### src/rtl/fetch_ctrl_if.sv
// Bundle of fetch controller signals: the control inputs, the instruction
// memory read port and the fetched-instruction output port.
interface fetch_ctrl_if #(
  parameter int width  = 32,
  parameter int adr_in = 64
);
  logic              start;
  logic              stall;
  logic              branch_taken;
  logic [adr_in-1:0] branch_target;
  logic [adr_in-1:0] read_adr;
  logic [width-1:0]  instruction;
  logic [width-1:0]  inst_out;
  logic [adr_in-1:0] pc_out;
  logic              inst_valid;
  logic              halted;
  logic              fault;

  // Handshake: inst_out/pc_out carry a real instruction only while
  // inst_valid=1. The consumer back-pressures with stall (level); while it is
  // high the controller holds pc, inst_out, pc_out and inst_valid unchanged,
  // so one word may stay visible for several cycles. branch_taken is a
  // one-cycle pulse that is accepted even while stall=1. instruction must be
  // the memory word at read_adr in the same cycle.
  modport master (
    input  start, stall, branch_taken, branch_target, instruction,
    output read_adr, inst_out, pc_out, inst_valid, halted, fault
  );

  modport slave (
    output start, stall, branch_taken, branch_target, instruction,
    input  read_adr, inst_out, pc_out, inst_valid, halted, fault
  );
endinterface

### src/rtl/fetch_ctrl.sv
// Instruction fetch controller: walks the PC through inst_mem, honours
// back-pressure and redirects, and halts on ecall, end of memory or a bad target.
module fetch_ctrl #(
  parameter int width  = 32,
  parameter int depth  = 80,
  parameter int adr_in = 64,
  parameter int inc    = 4
) (
  input  logic           clk,
  input  logic           rst,
  fetch_ctrl_if.master   bus,
  output logic [1:0]     state_dbg
);

  typedef enum logic [1:0] {
    IDLE  = 2'd0,
    FETCH = 2'd1,
    STALL = 2'd2,
    HALT  = 2'd3
  } state_t;

  localparam logic [adr_in-1:0] pc_limit = adr_in'(depth * inc);
  localparam logic [adr_in-1:0] pc_step  = adr_in'(inc);
  localparam logic [width-1:0]  ecall    = width'(32'h00000073);

  state_t            state, state_nxt;
  logic [adr_in-1:0] pc, pc_nxt;
  logic [adr_in-1:0] pc_out_q, pc_out_nxt;
  logic [width-1:0]  inst_q, inst_nxt;
  logic              valid_q, valid_nxt;
  logic              fault_q, fault_nxt;
  logic              ecall_pend, ecall_pend_nxt;
  logic              target_misaligned;

  assign target_misaligned = (bus.branch_target % pc_step) != '0;

  always_ff @(posedge clk or negedge rst) begin
    if (!rst) begin
      state      <= IDLE;
      pc         <= '0;
      pc_out_q   <= '0;
      inst_q     <= '0;
      valid_q    <= 1'b0;
      fault_q    <= 1'b0;
      ecall_pend <= 1'b0;
    end else begin
      state      <= state_nxt;
      pc         <= pc_nxt;
      pc_out_q   <= pc_out_nxt;
      inst_q     <= inst_nxt;
      valid_q    <= valid_nxt;
      fault_q    <= fault_nxt;
      ecall_pend <= ecall_pend_nxt;
    end
  end

  always_comb begin
    state_nxt      = state;
    pc_nxt         = pc;
    pc_out_nxt     = pc_out_q;
    inst_nxt       = inst_q;
    valid_nxt      = valid_q;
    fault_nxt      = fault_q;
    ecall_pend_nxt = 1'b0;

    case (state)
      IDLE: begin
        pc_nxt    = '0;
        valid_nxt = 1'b0;
        if (bus.start) state_nxt = FETCH;
      end

      // STALL with stall released fetches immediately, so the word held
      // in pc is emitted exactly once with no extra bubble.
      FETCH, STALL: begin
        if (state == FETCH && ecall_pend) begin
          state_nxt = HALT;
          valid_nxt = 1'b0;
        end else if (bus.branch_taken) begin
          valid_nxt = 1'b0;
          if (target_misaligned) begin
            state_nxt = HALT;
            fault_nxt = 1'b1;
          end else begin
            pc_nxt    = bus.branch_target;
            state_nxt = FETCH;
          end
        end else if (bus.stall) begin
          state_nxt = STALL;
        end else if (pc >= pc_limit) begin
          state_nxt = HALT;
          valid_nxt = 1'b0;
        end else begin
          inst_nxt       = bus.instruction;
          pc_out_nxt     = pc;
          valid_nxt      = 1'b1;
          pc_nxt         = pc + pc_step;
          state_nxt      = FETCH;
          ecall_pend_nxt = (bus.instruction == ecall);
        end
      end

      HALT: begin
        valid_nxt = 1'b0;
      end

      default: begin
        state_nxt = IDLE;
      end
    endcase
  end

  assign bus.read_adr   = pc;
  assign bus.inst_out   = inst_q;
  assign bus.pc_out     = pc_out_q;
  assign bus.inst_valid = valid_q;
  assign bus.halted     = (state == HALT);
  assign bus.fault      = fault_q;
  assign state_dbg      = state;

endmodule

### src/flat_wrapper.sv
// flat-port wrapper written by rule: the top's interface ports become plain ports
module fetch_ctrl_flat 
#(
  parameter int width  = 32,
  parameter int depth  = 80,
  parameter int adr_in = 64,
  parameter int inc    = 4
)
  (clk, rst, state_dbg, bus_start, bus_stall, bus_branch_taken, bus_branch_target, bus_instruction, bus_read_adr, bus_inst_out, bus_pc_out, bus_inst_valid, bus_halted, bus_fault);
  fetch_ctrl_if #(.width(width), .adr_in(adr_in)) bus_i ();
  input  logic clk;
  input  logic rst;
  output logic [1:0] state_dbg;
  input wire logic [$bits(bus_i.start)-1:0] bus_start;
  input wire logic [$bits(bus_i.stall)-1:0] bus_stall;
  input wire logic [$bits(bus_i.branch_taken)-1:0] bus_branch_taken;
  input wire logic [$bits(bus_i.branch_target)-1:0] bus_branch_target;
  input wire logic [$bits(bus_i.instruction)-1:0] bus_instruction;
  output wire logic [$bits(bus_i.read_adr)-1:0] bus_read_adr;
  output wire logic [$bits(bus_i.inst_out)-1:0] bus_inst_out;
  output wire logic [$bits(bus_i.pc_out)-1:0] bus_pc_out;
  output wire logic [$bits(bus_i.inst_valid)-1:0] bus_inst_valid;
  output wire logic [$bits(bus_i.halted)-1:0] bus_halted;
  output wire logic [$bits(bus_i.fault)-1:0] bus_fault;
  assign bus_i.start = bus_start;
  assign bus_i.stall = bus_stall;
  assign bus_i.branch_taken = bus_branch_taken;
  assign bus_i.branch_target = bus_branch_target;
  assign bus_i.instruction = bus_instruction;
  assign bus_read_adr = bus_i.read_adr;
  assign bus_inst_out = bus_i.inst_out;
  assign bus_pc_out = bus_i.pc_out;
  assign bus_inst_valid = bus_i.inst_valid;
  assign bus_halted = bus_i.halted;
  assign bus_fault = bus_i.fault;
  fetch_ctrl #(.width(width), .depth(depth), .adr_in(adr_in), .inc(inc)) u_core (.clk(clk), .rst(rst), .bus(bus_i), .state_dbg(state_dbg));
endmodule
### config.mk
export PLATFORM = sky130hd
export DESIGN_NAME = fetch_ctrl_flat
export DESIGN_NICKNAME = d
export VERILOG_FILES = /design/src/rtl/fetch_ctrl_if.sv /design/src/rtl/fetch_ctrl.sv /design/src/flat_wrapper.sv
export SDC_FILE = /design/constraint.sdc
export NUM_CORES = 1
export LEC_CHECK = 0
export CAP_MARGIN = 30
export CORE_ASPECT_RATIO = 0.7
export CORE_MARGIN = 2
export CORE_UTILIZATION = 45
export CTS_CLUSTER_DIAMETER = 80
export CTS_CLUSTER_SIZE = 16
export DETAILED_ROUTE_END_ITERATION = 16
export PLACE_DENSITY_LB_ADDON = 0.15
export SLEW_MARGIN = 30
export SYNTH_ARGS = -nofsm -noshare
export SYNTH_HDL_FRONTEND = slang
export SYNTH_SLANG_ARGS = --single-unit
### constraint.sdc
create_clock -name clk -period 3.4 [get_ports clk]
set_input_delay 0.68 -clock clk [delete_from_list [all_inputs] [get_ports clk]]
set_output_delay 0.68 -clock clk [all_outputs]
set_load 0.05 [all_outputs]
==> results of run 1 <==
layout make-up:
class | instances | area share, %
Clock buffer | 17 | 3.97
Inverter | 10 | 0.350
Timing Repair Buffer | 275 | 25.8
Multi-Input combinational cell | 419 | 27.6
Tap cell | 200 | 2.34
Sequential cell | 165 | 38.5
Clock inverter | 15 | 1.46
Antenna cell | 1 | 0.0234
kinds of logic after synthesis:
kind of cell,after synthesis,share of synthesized area [%]
fa+ha+maj,5,0.855
flops,165,56.4
simple gates,254,18.9
buf+inv,47,3.32
mux,46,9.12
compound gates,114,11.4
routing by layer:
metal  share of wire, %  vias up  routed length [um]  track usage [%]
met2                 46      286                9960             38.5
met1                 45     3097                9720             36.3
met4                1.8        0                 398             7.65
met5                  0        -                   0                0
li1                   -     2813                   -                -
met3                8.0       24                1750             7.00
final timing paths:
check                                                    startpoint                             endpoint  slack [ns]  cells after the start
worst min-delay path                                            rst    u_core.bus.pc_out[59]$_DFFE_PN0P_        0.23                      1
max in group asynchronous                                       rst  u_core.bus.inst_out[17]$_DFFE_PN0P_        2.22                      2
min in group clk                       u_core.bus.fault$_DFFE_PN0P_         u_core.bus.fault$_DFFE_PN0P_        0.48                      1
worst max register to register  u_core.bus.read_adr[45]$_DFFE_PN0P_  u_core.bus.inst_out[17]$_DFFE_PN0P_        0.52                      6
worst min register to register         u_core.bus.fault$_DFFE_PN0P_         u_core.bus.fault$_DFFE_PN0P_        0.48                      1
worst max-delay path            u_core.bus.read_adr[45]$_DFFE_PN0P_  u_core.bus.inst_out[17]$_DFFE_PN0P_        0.52                      6
state kept, by name, summed over array words and instances, names as in the netlist:
signal and cells:
u_core.bus.inst_out 32, u_core.state_dbg 2, u_core.bus.fault 1, u_core.bus.pc_out 64, u_core.ecall_pend 1, u_core.bus.read_adr 64, u_core.bus.inst_valid 1
worst max-delay path, stage by stage, from the launching register on:
cell,delay [ns]
dfrtp_1,0.42
nor4_1,0.58
nand4_1,0.16
or4_1,0.58
or3_4,0.37
buf_12,0.25
mux2_4,0.35
where the power goes:
| part | internal (mW) | total [mW] | leakage (nW) | switching [mW] |
|---|---|---|---|---|
| Clock | 0.985 | 1.89 | 0.285 | 0.907 |
| Sequential | 2.41 | 2.98 | 2.25 | 0.579 |
| Combinational | 1.49 | 4.21 | 2.21 | 2.72 |
| Total | 4.88 | 9.08 | 4.74 | 4.20 |
placed cells by master (no fill, tap or decap), types with 20 or more instances in the layout:
cell             instances
nand2_1                 81
mux2_4                  41
nor4_1                  28
o21ai_0                 31
o31ai_1                 20
dfrtp_1                165
clkdlybuf4s50_1        263
and2_1                  59
a22o_1                  28
==> results by group, run 1 <==
CTS
  • # hold bufs at CTS: 0
  • TritonCTS clock tree: done
  • Clock Sinks: 165
  • Clock buffers created by TritonCTS: 17
  • Clk buf depth: 2
  • Postcts setup bufs: 0
  • Clk pin slew, worst setup/hold paths: 0.07 ns
  • Clk Latency, worst-skew pair: 0.43 ns
  • CTS Root Cell: clkbuf_16
  • CTS HTree Levels: 4
  • Post-CTS resize count: 0

Floorplan
  • # rows: 38
  • Ports: around 270
  • Die area: between 15000 and 20000 um^2
  • Starting Density: between 40% and 50%
  • Core Area: 15700 um^2
  • Die Y: 111 um
  • Die width: 156 um

Timing
  • Fmax: 347 MHz
  • Slew HR: 51.7%
  • Hold WS: 0.233 ns
  • Tmin final: between 2 and 3 ns
  • Slew Limit Fails: 0
  • Fin Setup TNS: 0 ns
  • Final Setup Violations: 0
  • Final Cycle Share: 84.8%
  • Worst-Margin Slew: 0.725 ns
  • Final WS setup: roughly 0.52 ns
  • Hold Fails Final Rpt: 0
  • RSZ-0062 raised after global routing: false
  • Final clock skew: 0.0133 ns

Detailed routing
  • Final ANT Viol Nets: 0
  • DRC Markers: 0
  • Vias after detailed routing: ~6200
  • Routed len/inst: 19.8 um
  • Initial DRC count: 416
  • Vias per Instance: around 5.6
  • Total Wirelength: 21.8 mm
  • Number of iterations in the first detailed-routing pass: 5

Setup path
  • CP Max Fanout: 97
  • CP endpoint kind: flip-flop
  • Arrival time at the worst endpoint: 3.19 ns
  • Crit path launch type: flip-flop
  • WP data required: 3.71 ns
  • WS Path Type: flip-flop to flip-flop

Synthesis
  • Synth cell types: 48
  • Sequential share of the synthesized area: 56.4%
  • Yosys top cell area share: between 50% and 60%
  • Syn Inst Count: 631
  • Most common cell in the netlist: dfrtp_1
  • EDFF count, synth: 0
  • Average size of a mapped cell: 11.6 um^2
  • Leading area contributor after synthesis: dfrtp_1
  • Mapped Area: 7320 um^2
  • Synthesized flop and latch total: 165
  • Post-synthesis async set-or-reset flop share: 100%
  • Top FF cell, synth: dfrtp_1
  • Top cells by area, synth: dfrtp_1, mux2_4, and2_1
  • Post-Syn Nets: 737
  • Top post-synthesis cells by count: dfrtp_1, nand2_1, and2_1
  • Yosys warning total: 0

Global routing
  • Pin count of the biggest net entering global routing: 98
  • First-pass GRT wire length: roughly 34 mm
  • Total gr overflow: 0
  • Tot GR Track Use: 25.6%
  • Vias in the first global route: about 6100
  • Initial antenna violation count: 1

Power
  • Pwr dens: about 850 nW/um^2
  • Max VDD drop: 577 uV
  • Total power: 9.08 mW
  • Pleak: 4.74 nW

Final layout
  • Multi-input gate area: 2950 um^2
  • Final non-filler cell total: 1102
  • Fillers: ~1200
  • Final Util: between 60% and 70%
  • Net count, final: 994
  • Share of cells above drive strength 1: 9.99%
  • Storage cell area: a little over 4000 um^2
  • Final instance area: ~11000 um^2
  • Layout area overhead: 46.5%

Placed design
  • Place WS: roughly 0.26 ns
  • IO Port Bufs: 265
  • DP Cell Count: approximately 1100
  • Placer Congestion: 0.845
  • DP Area: 10100 um^2
  • DP Wirelength: 15.6 mm

Hold path
  • Tightest Hold Check Type: primary input to async pin

Run status
  • Status: complete, no violations

Job
  • Max-Cap Viols: 0
Note: power is estimated with default switching activity, not from simulation.
==> run 2, diff against run 1 <==
- CORE_UTILIZATION: 45 -> 41
- clock period: 3.4 -> 2.5 ns (I/O delays scaled with it)
==> run 2 against run 1 <==
Effect of this change:
- clock skew down 0.0034 ns
- critical path type unchanged
- sequential power is 27% higher
- routed wire length rose by 7.3%
- via count increased by 3.2%
- largest cell class unchanged
- the run now ends with negative setup slack left
- clock power is 38% higher
- maximum frequency grew 11%
- non-clock buffer count increased by 80
- total power rose by 48%
==> results by group, run 2 (synthesis gave the netlist of run 1 again) <==
Run status
  • Failing checks: negative setup slack
  • Status: finished with violations (was complete, no violations)

Global routing
  • First-pass GRT wire length: 36.8 mm (was 34.4 mm)
  • Total gr overflow: 0 (unchanged)
  • Pin count of the biggest net entering global routing: 74 (was 98)
  • Vias in the first global route: 6516 (was 6093)
  • Tot GR Track Use: 25.2% (was 25.6%)
  • Initial antenna violation count: 1 (unchanged)

Timing
  • Final Cycle Share: 104% (was 84.8%)
  • Fin Setup TNS: -4.60 ns (was 0 ns)
  • Worst-Margin Slew: 0.694 ns (was 0.725 ns)
  • Hold Fails Final Rpt: 0 (unchanged)
  • RSZ-0062 raised after global routing: true (was false)
  • Slew HR: 53.7% (was 51.7%)
  • Tmin final: 2.60 ns (was 2.88 ns)
  • Fmax: 385 MHz (was 347 MHz)
  • Final Setup Violations: 66 (was 0)
  • Final WS setup: -0.0967 ns (was 0.517 ns)
  • Slew Limit Fails: 0 (unchanged)
  • Final clock skew: 0.00988 ns (was 0.0133 ns)

Setup path
  • Crit path launch type: flip-flop (unchanged)
  • WS Path Type: flip-flop to flip-flop (unchanged)
  • Arrival time at the worst endpoint: 2.91 ns (was 3.19 ns)
  • CP Max Fanout: 26 (was 97)
  • WP data required: 2.81 ns (was 3.71 ns)
  • CP endpoint kind: flip-flop (unchanged)

Detailed routing
  • Total Wirelength: 23.4 mm (was 21.8 mm)
  • Routed len/inst: 19.3 um (was 19.8 um)
  • Initial DRC count: 495 (was 416)
  • DRC Markers: 0 (unchanged)
  • Vias per Instance: 5.29 (was 5.64)
  • Number of iterations in the first detailed-routing pass: 5 (unchanged)
  • Vias after detailed routing: 6422 (was 6220)
  • Final ANT Viol Nets: 0 (unchanged)

Power
  • Sequential group share of total power: 28.1% (was 32.8%)
  • Sw power: 5.97 mW (was 4.20 mW)
  • Total power: 13.4 mW (was 9.08 mW)
  • Cell internal pwr: 7.44 mW (was 4.88 mW)
  • Clock power share: 19.4% (was 20.8%)
  • Combinational Power Share: 52.5% (was 46.3%)
  • Max VDD drop: 606 uV (was 577 uV)
  • Pwr dens: 1160 nW/um^2 (was 848 nW/um^2)
  • Sw Share: 44.5% (was 46.3%)
  • Pleak: 5.18 nW (was 4.74 nW)

Final layout
  • Final Util: 66.9% (was 68.3%)
  • Fillers: 1329 (was 1158)
  • Most frequent cells in the layout: clkdlybuf4s50_1, dfrtp_1, nand2_1 (unchanged)
  • Final instance area: 11600 um^2 (was 10700 um^2)
  • Share of cells above drive strength 1: 21.8% (was 9.99%)
  • Commonest non-fill, non-tap cell in the layout: clkdlybuf4s50_1 (unchanged)
  • Net count, final: 1074 (was 994)
  • Layout area overhead: 58.3% (was 46.5%)

Hold path
  • Tightest Hold Check Type: primary input to async pin (unchanged)

CTS
  • TritonCTS clock tree: done (unchanged)
  • Clk buf depth: 2 (unchanged)
  • Clock Sinks: 165 (unchanged)
  • Clk pin slew, worst setup/hold paths: 0.07 ns (about the same)
  • CTS Root Cell: clkbuf_16 (unchanged)
  • CTS HTree Levels: 4 (unchanged)
  • Clk Latency, worst-skew pair: 0.43 ns (about the same)
  • Clock buffers created by TritonCTS: 17 (unchanged)

Placed design
  • IO Port Bufs: 265 (unchanged)
  • DP Wirelength: 17.1 mm (was 15.6 mm)
  • Placer Congestion: 0.905 (was 0.845)
  • DP Area: 10800 um^2 (was 10100 um^2)

Floorplan
  • # rows: 40 (was 38)
  • Die Y: 116 um (was 111 um)
  • Core Area: 17300 um^2 (was 15700 um^2)
  • Die width: 164 um (was 156 um)
  • Ports: 266 (unchanged)
  • Starting Density: 42.2% (was 46.6%)
  • Die area: 18900 um^2 (was 17300 um^2)

Job
  • Max-Cap Viols: 0 (unchanged)
## run 2: cell types whose count changed in the layout (fill, tap and decap cells not counted), sizes merged
cell           before  now
clkbuf             17   19
buf                12   91
dlymetal6s2s        0    1
clkdlybuf4s50     263  262
inv                19   18
## run 2: power groups by stage
stage          Sequential (mW)  Combinational, mW  Clock [mW]
6_report                  3.77               7.04        2.60
5_1_grt                   3.84               7.40        2.76
4_1_cts                   3.74               6.98        2.65
3_5_place_dp              3.75               6.89           0
3_3_place_gp              3.73               6.81           0
2_1_floorplan             6.01               1.63           0
## run 2: worst max-delay path: stages (launching register included)
cell and delay [ns]:
dfrtp_2 0.43, nor4_4 0.31, nand4_1 0.25, or4_4 0.54
or3_4 0.41, buf_16 0.20, mux2_4 0.31
## run 2: repair_timing
item | CTS | global route
buffers inserted | 0 | 1
pin swaps | 2 | 0
cloned | 0 | 1
hold buffers | 0 | 0
hold endpoints to repair | 0 | 0
resized for setup | 9 | 10
setup endpoints to repair | 97 | 83
## run 2: metal layers
layer  GRT usage, %  vias to the layer above  wire (um)
li1               -                     2964          -
met3           6.19                       22       1730
met2           38.5                      253      10700
met4           6.61                        0        259
met5              0                        -          0
met1           36.3                     3183      10700
## run 2: cell type report
type	count	area (um^2)	share of cell area, %
sequential	165	4170	36.0
timing repair buffer	355	3450	29.8
multi-input combinational	419	3040	26.2
clock buffer	18	439	3.79
tap	231	289	2.50
clock inverter	14	156	1.35
inverter	10	37.5	0.324
antenna	1	2.50	0.0216
## run 2: worst paths after layout
path                       cells after the start                                start  slack, ns                                  to
max                                            6  u_core.bus.read_adr[34]$_DFFE_PN0P_       -0.1  u_core.bus.inst_out[2]$_DFFE_PN0P_
min                                            1                                  rst       0.08   u_core.bus.pc_out[11]$_DFFE_PN0P_
max reg2reg                                    6  u_core.bus.read_adr[34]$_DFFE_PN0P_       -0.1  u_core.bus.inst_out[2]$_DFFE_PN0P_
min reg2reg                                    1         u_core.bus.fault$_DFFE_PN0P_       0.46        u_core.bus.fault$_DFFE_PN0P_
max in group asynchronous                      2                                  rst       1.71  u_core.bus.read_adr[2]$_DFFE_PN0P_
min in group clk                               1         u_core.bus.fault$_DFFE_PN0P_       0.46        u_core.bus.fault$_DFFE_PN0P_
## run 2: stage by stage
stage               instances  setup slack, ns  hold WS (ns)
global placement         1178           -0.262         0.446
detailed placement       1178           -0.277         0.458
floorplan                 631          -0.0770         0.204
CTS                      1210          -0.0567         0.109
finish                   1213          -0.0967        0.0755
global route             1212           -0.130         0.118
